[src/rtl/vga_burst_reader.sv]
// Avalon burst-read host that streams the framebuffer into a pixel FIFO with a registered head.
// Define VGA_READER_STATS_EN to add the underflow_cnt and frame_cnt statistics outputs.
module vga_burst_reader #(
  parameter int unsigned HDISP      = 800,
  parameter int unsigned VDISP      = 480,
  parameter int unsigned BURST      = 16,
  parameter int unsigned FIFO_DEPTH = 64,
  parameter logic [31:0] BASE_ADDR  = 32'h0
) (
  input  logic        clk,
  input  logic        reset_n,
  output logic [31:0] avm_address,
  output logic        avm_read,
  output logic [5:0]  avm_burstcount,
  output logic [3:0]  avm_byteenable,
  input  logic [31:0] avm_readdata,
  input  logic        avm_waitrequest,
  input  logic        avm_readdatavalid,
  input  logic        frame_start,
  output logic [31:0] pix_data,
  output logic        pix_valid,
  input  logic        pix_ready,
  output logic        underflow
`ifdef VGA_READER_STATS_EN
  ,
  output logic [15:0] underflow_cnt,
  output logic [15:0] frame_cnt
`endif
);

  localparam int unsigned   AW         = $clog2(FIFO_DEPTH);
  localparam int unsigned   NumBursts  = (HDISP * VDISP) / BURST;
  localparam int unsigned   BW         = (NumBursts > 1) ? $clog2(NumBursts) : 1;
  localparam logic [31:0]   BurstBytes = 32'(4 * BURST);
  localparam logic [AW:0]   OccLimit   = (AW + 1)'(FIFO_DEPTH - BURST);
  localparam logic [BW-1:0] LastBurst  = BW'(NumBursts - 1);
  localparam logic [4:0]    LastBeat   = 5'(BURST - 1);

  typedef enum logic [1:0] {StIdle, StReq, StData} state_e;

  state_e          state_q, state_d;
  logic [31:0]     addr_q, addr_d;
  logic [BW-1:0]   burst_q, burst_d;
  logic [4:0]      beat_q, beat_d;
  logic            flush_pend_q, flush_pend_d;

  logic [31:0]     mem_q [FIFO_DEPTH];
  logic [AW-1:0]   wptr_q, rptr_q;
  logic [AW:0]     cnt_q, occ;
  logic            out_valid_q;
  logic [31:0]     out_data_q;
  logic            underflow_q;
  logic            push, pop, load, flush, wrap;

  // Occupancy includes the word parked in the output register.
  assign occ  = cnt_q + (AW + 1)'(out_valid_q);
  assign pop  = out_valid_q & pix_ready;
  assign load = (cnt_q != '0) & (~out_valid_q | pop);

  always_comb begin
    state_d      = state_q;
    addr_d       = addr_q;
    burst_d      = burst_q;
    beat_d       = beat_q;
    flush_pend_d = flush_pend_q;
    push         = 1'b0;
    flush        = 1'b0;
    wrap         = 1'b0;
    unique case (state_q)
      StIdle: begin
        if (frame_start) begin
          flush   = 1'b1;
          addr_d  = BASE_ADDR;
          burst_d = '0;
        end else if (occ <= OccLimit && !flush_pend_q) begin
          state_d = StReq;
        end
      end
      StReq: begin
        // Once waitrequest is low the burst is committed, so frame_start must drain it.
        if (!avm_waitrequest) begin
          state_d = StData;
          beat_d  = '0;
          if (frame_start) begin
            flush        = 1'b1;
            flush_pend_d = 1'b1;
          end
        end else if (frame_start) begin
          flush   = 1'b1;
          addr_d  = BASE_ADDR;
          burst_d = '0;
          state_d = StIdle;
        end
      end
      StData: begin
        if (frame_start) begin
          flush        = 1'b1;
          flush_pend_d = 1'b1;
        end
        if (avm_readdatavalid) begin
          beat_d = beat_q + 5'd1;
          push   = !frame_start && !flush_pend_q;
          if (beat_q == LastBeat) begin
            state_d = StIdle;
            if (frame_start || flush_pend_q) begin
              flush        = 1'b1;
              flush_pend_d = 1'b0;
              addr_d       = BASE_ADDR;
              burst_d      = '0;
            end else if (burst_q == LastBurst) begin
              wrap    = 1'b1;
              addr_d  = BASE_ADDR;
              burst_d = '0;
            end else begin
              addr_d  = addr_q + BurstBytes;
              burst_d = burst_q + BW'(1);
            end
          end
        end
      end
      default: state_d = StIdle;
    endcase
  end

  always_ff @(posedge clk or negedge reset_n) begin
    if (!reset_n) begin
      state_q      <= StIdle;
      addr_q       <= BASE_ADDR;
      burst_q      <= '0;
      beat_q       <= '0;
      flush_pend_q <= 1'b0;
    end else begin
      state_q      <= state_d;
      addr_q       <= addr_d;
      burst_q      <= burst_d;
      beat_q       <= beat_d;
      flush_pend_q <= flush_pend_d;
    end
  end

  always_ff @(posedge clk) begin
    if (push) mem_q[wptr_q] <= avm_readdata;
  end

  always_ff @(posedge clk or negedge reset_n) begin
    if (!reset_n) begin
      wptr_q      <= '0;
      rptr_q      <= '0;
      cnt_q       <= '0;
      out_valid_q <= 1'b0;
      out_data_q  <= '0;
    end else if (flush) begin
      wptr_q      <= '0;
      rptr_q      <= '0;
      cnt_q       <= '0;
      out_valid_q <= 1'b0;
      out_data_q  <= '0;
    end else begin
      if (push) wptr_q <= wptr_q + AW'(1);
      if (load) begin
        out_data_q  <= mem_q[rptr_q];
        out_valid_q <= 1'b1;
        rptr_q      <= rptr_q + AW'(1);
      end else if (pop) begin
        out_valid_q <= 1'b0;
      end
      cnt_q <= cnt_q + (AW + 1)'(push) - (AW + 1)'(load);
    end
  end

  always_ff @(posedge clk or negedge reset_n) begin
    if (!reset_n) begin
      underflow_q <= 1'b0;
    end else if (pix_ready && !out_valid_q) begin
      underflow_q <= 1'b1;
    end
  end

`ifdef VGA_READER_STATS_EN
  logic [15:0] underflow_cnt_q, frame_cnt_q;

  always_ff @(posedge clk or negedge reset_n) begin
    if (!reset_n) begin
      underflow_cnt_q <= '0;
      frame_cnt_q     <= '0;
    end else begin
      if (pix_ready && !out_valid_q && underflow_cnt_q != 16'hFFFF) begin
        underflow_cnt_q <= underflow_cnt_q + 16'd1;
      end
      if (frame_start || wrap) frame_cnt_q <= frame_cnt_q + 16'd1;
    end
  end

  assign underflow_cnt = underflow_cnt_q;
  assign frame_cnt     = frame_cnt_q;
`endif

`ifndef SYNTHESIS
  always_ff @(posedge clk) begin
    if (reset_n) begin
      assert (!(push && !load && cnt_q == (AW + 1)'(FIFO_DEPTH)))
        else $error("pixel FIFO overflow");
    end
  end
`endif

  assign avm_address    = addr_q;
  assign avm_read       = (state_q == StReq);
  assign avm_burstcount = 6'(BURST);
  assign avm_byteenable = 4'hF;
  assign pix_data       = out_data_q;
  assign pix_valid      = out_valid_q;
  assign underflow      = underflow_q;

endmodule

[config.mk]
export PLATFORM = sky130hd
export DESIGN_NAME = vga_burst_reader
export DESIGN_NICKNAME = d
export VERILOG_FILES = /design/src/rtl/vga_burst_reader.sv
export SDC_FILE = /design/constraint.sdc
export NUM_CORES = 2
export LEC_CHECK = 0
export ABC_CLOCK_PERIOD_IN_PS = 2950
export BUFFER_PORTS_ARGS = -buffer_cell sky130_fd_sc_hd__buf_2
export CORE_MARGIN = 4
export CORE_UTILIZATION = 55
export DETAILED_ROUTE_END_ITERATION = 10
export GPL_TIMING_DRIVEN = 0
export HOLD_SLACK_MARGIN = 0.12
export PLACE_DENSITY = 0.72
export RECOVER_POWER = 25
export SLEW_MARGIN = 0
export SYNTH_ARGS = -nofsm -noshare
export SYNTH_HDL_FRONTEND = slang
export SYNTH_SLANG_ARGS = --single-unit
[constraint.sdc]
create_clock -name clk -period 2.95 [get_ports clk]
set_input_delay 0.1475 -clock clk [delete_from_list [all_inputs] [get_ports clk]]
set_output_delay 0.1475 -clock clk [all_outputs]
set_load 0.05 [all_outputs]
==> results.sh <==
export IMPL_nFillCells=9295
export IMPL_setup_viol=6
export IMPL_coreArea_sq_um=148000
export IMPL_cts_buffers=208
export IMPL_synth_top_cell_area_share=0.746
export IMPL_clock_sink_count=2150
export IMPL_seq_area_sq_um=64100
export IMPL_cap_violations=28
export IMPL_critical_path_required_ns=3.65
export IMPL_clkPwrFrac=0.335
export IMPL_period_share=1.04
export IMPL_htree_levels=4
export IMPL_status="finished, violations left"
export IMPL_crit_arrival_ns=3.76
export IMPL_finalCriticalPeriod_ns=3.06
export IMPL_wire_per_inst_um=36.2
export IMPL_routed_wl_mm=235
export IMPL_cts_tree="built"
export IMPL_yosysSeqAreaShare=0.777
export IMPL_netlist_cell_type_count=61
export IMPL_tightest_slew_ns=3.64
export IMPL_gp_routability_congestion=1.02
export IMPL_ir_drop_uv=630
export IMPL_power_w=0.0784
export IMPL_grt_pass1_wl_mm=329
export IMPL_powerDensity_nw_per_um2=807
export IMPL_drt_iter0_markers=7063
export IMPL_synth_top_cell_by_area="edfxtp_1"
export IMPL_vias=43100
export IMPL_clockRootBuffer="clkbuf_16"
export IMPL_die_w_um=395
export IMPL_synth_edf_count=2048
export IMPL_violations="capacitance limit, slew limit, setup timing"
export IMPL_die_h_um=395
export IMPL_skew_ns=0.0297
export IMPL_pwr_share_seq=0.434
export IMPL_finalHoldViolations=0
export IMPL_multi_input_area_sq_um=18900
export IMPL_globalRouteOverflowTotal=0
export IMPL_rsz0062_at_grt="true"
export IMPL_p_leak_nw=30.9
export IMPL_synthFlopType="edfxtp_1"
export IMPL_clock_latency_ns=0.84
export IMPL_area_growth_pct=17.8
export IMPL_max_freq_mhz=327
export IMPL_firstDrtPassIters=6
export IMPL_rows=141
export IMPL_hold_class="in -> reg"
export IMPL_clk_pin_slew_ns=0.06
export IMPL_gr_usage_all_layers=0.302
export IMPL_first_global_vias=42200
export IMPL_syn_area_per_cell_sq_um=21.7
export IMPL_relSlewSlack=-1.43
export IMPL_viasPerCell=6.64
export IMPL_post_dp_hpwl_mm=146
export IMPL_setup_slack_ns=-0.108
export IMPL_p_sw_w=0.0225
export IMPL_fin_util=0.655
export IMPL_switching_share=0.287
export IMPL_final_max_slew_viol_count=1794
export IMPL_ys_top_cells_by_area="edfxtp_1 (75%), mux4_2 (14%), dfrtp_1 (3.1%), a22oi_1 (1.8%), a21oi_1 (0.92%)"
export IMPL_cp_start_kind="register"
export IMPL_numPortBuffers=98
export IMPL_worstPathMaxFanout=10
export IMPL_syn_area_sq_um=82400
export IMPL_final_cell_mix="edfxtp_1 (2,048), mux4_2 (512), clkbuf_16 (212), a21oi_1 (126), a22oi_1 (112)"
export IMPL_async_reset_ff_frac=0.0474
export IMPL_cts_buffer_depth=3
export IMPL_place_ws_ns=-1.65
export IMPL_synth_cells=3806
export IMPL_final_net_count=4371
export IMPL_ys_ff_latch=2150
export IMPL_end_kind="register"
export IMPL_grt_antenna_before_repair=9
export IMPL_crit_type="reg -> reg"
export IMPL_antennaDiodeCount=0
export IMPL_grt_max_degree=71
export IMPL_tns_ns=-0.289
export IMPL_die_area_sq_um=156000
export IMPL_p_int_w=0.0559
export IMPL_ys_warn_count=0
export IMPL_ios=115
export IMPL_drtAntennaViolNets=0
export IMPL_comb_power_share=0.231
export IMPL_final_common_cell="edfxtp_1"
export IMPL_initial_utilization=0.556
export IMPL_drive_gt1_frac=0.332
export IMPL_drc=0
==> routing by layer <==
metal / share of wire / global-route usage
met3: 0.13 / 0.0861
met5: 0.00019 / 0
met4: 0.046 / 0.123
met1: 0.37 / 0.437
met2: 0.45 / 0.441
==> logic make-up (layout without fill, tap and decap cells) <==
| family | Yosys count | after routing | synth area share |
|---|---|---|---|
| multiplexers | 547 | 547 | 0.144 |
| XOR/XNOR | 35 | 35 | 0.00372 |
| flip-flops | 2150 | 2150 | 0.777 |
| buffers and inverters | 247 | 918 | 0.0153 |
| other | 2 | 16 | 0.0000911 |
| AND/OR/NAND/NOR | 334 | 334 | 0.0187 |
| AO/OA/AOI/OAI | 469 | 469 | 0.0375 |
| adder cells (fa/ha/maj) | 22 | 22 | 0.00343 |
==> power by group through the flow <==
stage | registers (W) | logic (W) | clock network (W)
after floorplan | 0.0352 | 0.00998 | 0
after global placement | 0.0346 | 0.0162 | 0
after detailed placement | 0.0346 | 0.0164 | 0
after CTS | 0.0340 | 0.0175 | 0.0264
after global routing | 0.0340 | 0.0188 | 0.0278
final | 0.0340 | 0.0181 | 0.0263
==> cell usage after synthesis (23+ instances only) <==
master and count:
buf_1 30, edfxtp_1 2048, buf_4 38, nand2_1 115, mux2i_1 35, clkbuf_1 97
a221oi_1 32, mux4_2 512, a21oi_1 151, nand3_1 23, a22oi_1 193, o22ai_1 33
buf_2 46, dfrtp_1 102, o21ai_0 32, nor2_1 120
==> registers in the layout, indices dropped and copies added (netlist names) <==
name / flops
burst_q: 15
cnt_q: 7
mem_q: 2048
avm_address: 26
pix_valid: 1
flush_pend_q: 1
pix_data: 32
rptr_q: 6
beat_q: 5
state_q: 2
underflow: 1
wptr_q: 6
==> repair_timing <==
action / in CTS / in global routing
pin swaps: 59 / 22
setup buffers: 71 / 15
hold buffers: 12 / 24
hold endpoints to repair: 143 / 1536
resized for setup: 325 / 86
endpoints found under the setup margin: 2029 / 233
==> worst max-delay path: stages (launching register included) <==
cell and delay [ns]:
dfrtp_1 0.32, buf_4 0.29, buf_4 0.29, buf_4 0.28, mux4_2 0.34, mux2i_1 0.45
a21oi_1 0.27, a221oi_1 0.57, nand2_1 0.10
==> final timing paths <==
path	start	end	slack, ns	cells after the start
max reg2reg	rptr_q[2]	pix_data[31]	-0.11	8
min	pix_ready	pix_valid	0.22	4
min in group asynchronous	reset_n	pix_data[15]	1.24	4
max	rptr_q[2]	pix_data[31]	-0.11	8
max in group asynchronous	reset_n	cnt_q[2]	0.42	4
min reg2reg	underflow	underflow	0.45	1
==> stage by stage <==
step / instance area (sq um) / std cells / hold WS (ns)
2_1_floorplan: 82500 / 3820 / -0.148
3_5_place_dp: 87400 / 5985 / 0.0879
5_1_grt: 97100 / 6493 / 0.224
4_1_cts: 96500 / 6455 / 0.125
3_3_place_gp: 85500 / 5920 / 0.365
6_report: 97100 / 6493 / 0.220
==> cell type report <==
class / instances / share of cell area
buffer: 224 / 0.0152
clock buffer: 249 / 0.0560
clock inverter: 141 / 0.0132
inverter: 18 / 0.000696
multi-input combinational: 1423 / 0.195
sequential: 2150 / 0.659
tap: 2002 / 0.0258
timing repair buffer: 286 / 0.0348
(Power assumes the default switching activity.)
